## config.mk

```make
export PLATFORM = sky130hd
export DESIGN_NAME = thd_uart_tx
export DESIGN_NICKNAME = d
export VERILOG_FILES = /design/src/rtl/thd_uart_tx_pkg.sv /design/src/rtl/thd_uart_tx_byte.sv /design/src/rtl/thd_uart_tx.sv
export SDC_FILE = /design/constraint.sdc
export NUM_CORES = 1
export LEC_CHECK = 0
export ABC_AREA = 1
export CAP_MARGIN = 20
export CORE_UTILIZATION = 39
export DETAILED_ROUTE_END_ITERATION = 10
export HOLD_SLACK_MARGIN = 0.08
export PLACE_DENSITY = 0.64
export REMOVE_ABC_BUFFERS = 1
export SKIP_CTS_REPAIR_TIMING = 1
export SYNTH_ARGS = -nofsm -noshare
export SYNTH_HDL_FRONTEND = slang
export SYNTH_SLANG_ARGS = --single-unit
```

## constraint.sdc

```tcl
create_clock -name sys_clk -period 3.7 [get_ports sys_clk]
set_input_delay 0.555 -clock sys_clk [delete_from_list [all_inputs] [get_ports sys_clk]]
set_output_delay 0.555 -clock sys_clk [all_outputs]
set_load 0.03 [all_outputs]
```

## src/rtl/thd_uart_tx_pkg.sv

```systemverilog
// Shared constants, state encodings and baud-divisor derivation for the THD UART frame transmitter.
package thd_uart_tx_pkg;

    localparam int unsigned FRAME_LEN   = 7;
    localparam int unsigned IDX_W       = 3;
    localparam logic [7:0]  HEADER_BYTE = 8'hA5;
    localparam logic [2:0]  LAST_IDX    = 3'(FRAME_LEN - 1);

    // Frame sequencer: one LOAD cycle before the first byte, then bytes chain directly.
    typedef enum logic [1:0] {
        SEQ_IDLE,
        SEQ_LOAD,
        SEQ_SEND
    } seq_state_e;

    // Per-byte serializer.
    typedef enum logic [1:0] {
        TX_IDLE,
        TX_START,
        TX_DATA,
        TX_STOP
    } tx_state_e;

    function automatic int unsigned baud_div(input int unsigned clk_freq, input int unsigned baud);
        return clk_freq / baud;
    endfunction

endpackage

```

## src/rtl/thd_uart_tx_byte.sv

```systemverilog
// 8N1 byte serializer: baud counter plus start/data/stop shifter with a start/done handshake.
module thd_uart_tx_byte
    import thd_uart_tx_pkg::*;
#(
    parameter int unsigned DIV = 434
) (
    input  logic       clk,
    input  logic       rst_n,
    input  logic       start,
    input  logic [7:0] data,
    output logic       tx,
    output logic       done_c
);

    localparam int unsigned CNT_W = (DIV > 1) ? $clog2(DIV) : 1;

    tx_state_e        state, state_nxt;
    logic [CNT_W-1:0] cnt, cnt_nxt;
    logic [2:0]       bit_idx, bit_nxt;
    logic [7:0]       shreg, sh_nxt;
    logic             tx_nxt;
    logic             tick;

    assign tick = (cnt == CNT_W'(DIV - 1));

    always_ff @(posedge clk or negedge rst_n) begin
        if (!rst_n) begin
            state   <= TX_IDLE;
            cnt     <= '0;
            bit_idx <= '0;
            shreg   <= '0;
            tx      <= 1'b1;
        end else begin
            state   <= state_nxt;
            cnt     <= cnt_nxt;
            bit_idx <= bit_nxt;
            shreg   <= sh_nxt;
            tx      <= tx_nxt;
        end
    end

    // A start accepted in the last stop-bit cycle chains the next byte with no idle gap.
    always_comb begin
        state_nxt = state;
        cnt_nxt   = tick ? '0 : cnt + CNT_W'(1);
        bit_nxt   = bit_idx;
        sh_nxt    = shreg;
        tx_nxt    = tx;
        done_c    = 1'b0;
        unique case (state)
            TX_IDLE: begin
                cnt_nxt = '0;
                tx_nxt  = 1'b1;
                if (start) begin
                    state_nxt = TX_START;
                    sh_nxt    = data;
                    tx_nxt    = 1'b0;
                end
            end
            TX_START: begin
                if (tick) begin
                    state_nxt = TX_DATA;
                    bit_nxt   = '0;
                    tx_nxt    = shreg[0];
                end
            end
            TX_DATA: begin
                if (tick) begin
                    sh_nxt = {1'b0, shreg[7:1]};
                    if (bit_idx == 3'd7) begin
                        state_nxt = TX_STOP;
                        tx_nxt    = 1'b1;
                    end else begin
                        bit_nxt = bit_idx + 3'd1;
                        tx_nxt  = shreg[1];
                    end
                end
            end
            TX_STOP: begin
                if (tick) begin
                    done_c = 1'b1;
                    if (start) begin
                        state_nxt = TX_START;
                        sh_nxt    = data;
                        tx_nxt    = 1'b0;
                    end else begin
                        state_nxt = TX_IDLE;
                        tx_nxt    = 1'b1;
                    end
                end
            end
            default: begin
                state_nxt = TX_IDLE;
                tx_nxt    = 1'b1;
            end
        endcase
    end

endmodule

```

## src/rtl/thd_uart_tx.sv

```systemverilog
// Captures one THD value per analysis frame after catch_flag/source_sop blanking and sends it
// as a 7-byte UART frame: header, five payload bytes MSB first, 8-bit checksum.
module thd_uart_tx
    import thd_uart_tx_pkg::*;
#(
    parameter int unsigned CLK_FREQ = 50_000_000,
    parameter int unsigned BAUD     = 115_200,
    parameter logic [7:0]  HEADER   = HEADER_BYTE,
    parameter int unsigned DATA_W   = 40
) (
    input  logic              sys_clk,
    input  logic              sys_rst_n,
    input  logic [DATA_W-1:0] thd_in,
    input  logic              catch_flag,
    input  logic              source_sop,
    output logic              uart_tx,
    output logic              busy,
    output logic              frame_done,
    output logic              overrun
);

    localparam int unsigned BAUD_DIV = baud_div(CLK_FREQ, BAUD);

    seq_state_e        state, state_nxt;
    logic [IDX_W-1:0]  idx, idx_nxt, byte_sel;
    logic [DATA_W-1:0] shadow, shadow_nxt;
    logic              cf_d, arm, arm_nxt;
    logic              busy_nxt, fd_nxt, ovr_nxt;
    logic              capture_c, accept_c;
    logic              byte_start_c, byte_done_c;
    logic [7:0]        byte_data_c, csum_c;

    always_ff @(posedge sys_clk or negedge sys_rst_n) begin
        if (!sys_rst_n) begin
            state      <= SEQ_IDLE;
            idx        <= '0;
            shadow     <= '0;
            cf_d       <= 1'b0;
            arm        <= 1'b0;
            busy       <= 1'b0;
            frame_done <= 1'b0;
            overrun    <= 1'b0;
        end else begin
            state      <= state_nxt;
            idx        <= idx_nxt;
            shadow     <= shadow_nxt;
            cf_d       <= catch_flag;
            arm        <= arm_nxt;
            busy       <= busy_nxt;
            frame_done <= fd_nxt;
            overrun    <= ovr_nxt;
        end
    end

    // Capture: arm on catch_flag fall, fire on first unblanked cycle; busy lasts through frame_done.
    always_comb begin
        capture_c  = arm & ~catch_flag & ~source_sop;
        accept_c   = capture_c & ~busy;
        arm_nxt    = arm;
        if (cf_d && !catch_flag) begin
            arm_nxt = 1'b1;
        end else if (capture_c || (catch_flag && !cf_d)) begin
            arm_nxt = 1'b0;
        end
        busy_nxt   = busy;
        if (accept_c) begin
            busy_nxt = 1'b1;
        end else if (frame_done) begin
            busy_nxt = 1'b0;
        end
        ovr_nxt    = capture_c ? busy : overrun;
        shadow_nxt = accept_c ? thd_in : shadow;
    end

    assign csum_c = shadow[39:32] + shadow[31:24] + shadow[23:16] + shadow[15:8] + shadow[7:0];

    always_comb begin
        byte_data_c = csum_c;
        case (byte_sel)
            3'd0:    byte_data_c = HEADER;
            3'd1:    byte_data_c = shadow[39:32];
            3'd2:    byte_data_c = shadow[31:24];
            3'd3:    byte_data_c = shadow[23:16];
            3'd4:    byte_data_c = shadow[15:8];
            3'd5:    byte_data_c = shadow[7:0];
            default: byte_data_c = csum_c;
        endcase
    end

    // Frame sequencer; later bytes are handed over in the last stop-bit cycle of the previous one.
    always_comb begin
        state_nxt    = state;
        idx_nxt      = idx;
        byte_sel     = idx;
        byte_start_c = 1'b0;
        fd_nxt       = 1'b0;
        unique case (state)
            SEQ_IDLE: begin
                if (accept_c) begin
                    state_nxt = SEQ_LOAD;
                    idx_nxt   = '0;
                end
            end
            SEQ_LOAD: begin
                byte_start_c = 1'b1;
                state_nxt    = SEQ_SEND;
            end
            SEQ_SEND: begin
                if (byte_done_c) begin
                    if (idx == LAST_IDX) begin
                        state_nxt = SEQ_IDLE;
                        idx_nxt   = '0;
                        fd_nxt    = 1'b1;
                    end else begin
                        idx_nxt      = idx + 3'd1;
                        byte_sel     = idx + 3'd1;
                        byte_start_c = 1'b1;
                    end
                end
            end
            default: state_nxt = SEQ_IDLE;
        endcase
    end

    thd_uart_tx_byte #(
        .DIV (BAUD_DIV)
    ) u_byte (
        .clk    (sys_clk),
        .rst_n  (sys_rst_n),
        .start  (byte_start_c),
        .data   (byte_data_c),
        .tx     (uart_tx),
        .done_c (byte_done_c)
    );

endmodule

```

==> flow_summary_export.csv <==
group,metric,value,unit
run_status,outcome,"finished, final reports clean",
clock_network,cts_tree,"yes",
power,vdd_drop_max,0.314,mV
synth,synthArstFlopShare,1.00,
power,total_power,2.06,mW
timing,fin_crit_sh,0.944,
clock_network,htree_levels,3,
floorplan,fp.dieArea,13100,µm²
placed_design,finalWeightedCongestion,0.852,
floorplan,rows,40,
finish,final_net_count,763,
timing,slew_headroom,0.464,
timing,drv_slew,0,
finish,syn_to_final_growth,17.0,%
setup_path,arrival,3730,ps
timing,hold_viol,0,
synth,yosys.area_share.adder,0.148,
power,p_per_area,359,nW/µm²
floorplan,coreArea,12200,µm²
synth,synth_top_family_by_area,"simple AND/OR/NAND/NOR gates",
timing,worstMarginPinSlew,804,ps
timing,fin_skew,7.95,ps
global_routing,grt_pass1_vias,3970,
synth,synth_cell_types,42,
timing,fin_ws,208,ps
min_path,hold_path.class,"input port to asynchronous set/reset pin",
route,initialDrtViolationCount,227,
route,vias,4067,
synth,synth-xor-area-share,0.0178,
synth,syn_inst,629,
setup_path,required,3930,ps
placed_design,dpl_worst_slack,162,ps
global_routing,grt_pass1_wl,18400,µm
clock_network,worstSkewPairLatency,350,ps
clock_network,numCtsBuffers,9,
floorplan,die_h,114,µm
synth,synth_area_leaders,"dfrtp_1, nand2_1, inv_1, fa_1, ha_1",
setup_path,crit_fanout,3,
clock_network,clockBufferDepth,2,
flow_run,cap_violations,0,
timing,post-route-min-period,3490,ps
placed_design,post-dp-hpwl,7980,µm
route,drc,0,
clock_network,path_clk_slew,60,ps
global_routing,antenna_found_initial,0,
synth,ys_warn_count,0,
global_routing,grt_max_degree,73,
route,wl,10900,µm
placed_design,io_buffers,47,
synth,synthTopCellsByCount,"nand2_1, inv_1, dfrtp_1",
synth,synth_seq_cells,73,
power,p_leak,2.88,nW
clock_network,cts.sinks,73,
synth,synthSimpleGateAreaFrac,0.257,
synth,synth_top_area_share,0.367,
global_routing,grt.total_usage,0.181,
timing,fmax,0.286,GHz
synth,yosys.area.top_type,"dfrtp_1",
route,viasPerCell,4.82,
route,firstDrtPassIters,4,
finish,diodes,0,
setup_path,startpoint_type,"flip-flop",
clock_network,root_buffer,"clkbuf_16",
timing,setup_viol,0,
floorplan,initial_core_util,0.404,
synth,syn_avg_cell_area,7.81,µm²
synth,synth_ff_type,"dfrtp_1",
synth,synth_compound_area_frac,0.0873,
setup_path,cp-end-kind,"flip-flop",
setup_path,crit_type,"flip-flop to flip-flop",
synth,yosysSeqAreaShare,0.372,
floorplan,io-pin-count,48,
synth,synth-edff-count,0,
synth,syn_area,4910,µm²
route,ant_nets,0,
floorplan,die_w,114,µm
timing,rsz0062_at_grt,"no",
route,wire_per_inst,12.9,µm
finish,drive_above_1_share,0.0593,
global_routing,gr-total-overflow,0,
synth,synthMuxAreaShare,0.00229,
synth,yosysMostFrequentCell,"nand2_1",
timing,fin_tns_setup,0,ps
## registers in the layout, summed over array words and instances (netlist names)
signal / flops
u_byte.bit_idx: 3
u_byte.cnt: 9
arm: 1
u_byte.tx: 1
u_byte.state: 2
state: 2
busy: 1
overrun: 1
frame_done: 1
idx: 3
shadow: 40
u_byte.shreg: 8
cf_d: 1
## through the flow
step | hold slack, ps | area [µm²] | utilization | cells
finish | 91.1 | 5750 | 0.473 | 843
global route | 106 | 5750 | 0.473 | 843
CTS | 89.6 | 5750 | 0.473 | 843
detailed placement | 441 | 5500 | 0.452 | 830
global placement | 446 | 5500 | 0.452 | 830
floorplan | 259 | 4780 | - | 611
## final timing paths
kind	startpoint	end	slack, ps	cells past startpoint
hold reg to reg	frame_done$_DFF_PN0_	busy$_DFFE_PN0P_	450	1
setup / recovery	shadow[1]$_DFFE_PN0P_	u_byte.shreg[7]$_DFFE_PN0P_	210	18
setup reg to reg	shadow[1]$_DFFE_PN0P_	u_byte.shreg[7]$_DFFE_PN0P_	210	18
hold / removal	sys_rst_n	state[0]$_DFFE_PN0P_	90	1
min in group sys_clk	frame_done$_DFF_PN0_	busy$_DFFE_PN0P_	450	1
max in group asynchronous	sys_rst_n	shadow[7]$_DFFE_PN0P_	2500	2
## cells by family after synthesis
| kind of cell | after synthesis |
|---|---|
| AOI/OAI and AO/OA | 77 |
| xor gates and xnor gates | 10 |
| adders and majority gates | 46 |
| buffers and inverters | 135 |
| DFF | 73 |
| muxes | 1 |
| and+or+nand+nor | 287 |
## where the power goes
group	total, mW	switching [mW]	internal, mW
logic	0.436	0.235	0.201
clock network	0.790	0.330	0.460
registers	0.839	0.0158	0.823
## layout by cell type, fill, tap and decap left out, types with 16 or more instances in the layout
master and count:
fa_1 19, clkdlybuf4s50_1 46, nand2_1 147, dfrtp_1 72, ha_1 26, inv_1 114, nand3_1 34, a21oi_1 16
o21ai_0 44, nor2_1 61, nand4_1 19
## worst max-delay path, cell delays in order, from the launching register on
cell	delay, ps
dfrtp_1	350
inv_1	70
fa_1	560
fa_1	440
fa_1	520
inv_1	40
ha_1	250
fa_2	370
nand3_1	90
nand2_1	80
a21o_1	160
nand2_1	50
nand2_1	60
nand3_1	80
nand3_1	70
nand2_1	60
inv_1	30
nand2_1	50
nand2_1	40
## metal layers
layer	GRT usage	wire length, µm	vias up
li1	-	-	2037
met1	0.228	4960	1927
met2	0.304	5230	90
met3	0.0455	519	13
met4	0.0615	154	0
met5	0	0	-
## area by class of cell
type	instances	area, µm²
Inverter	117	440
Multi-Input combinational cell	421	2520
Timing Repair Buffer	51	495
Clock inverter	1	5.00
Sequential cell	73	1830
Fill cell	1207	6410
Clock buffer	12	246
Tap cell	168	210
No activity file was read; power rests on OpenSTA's default activity.
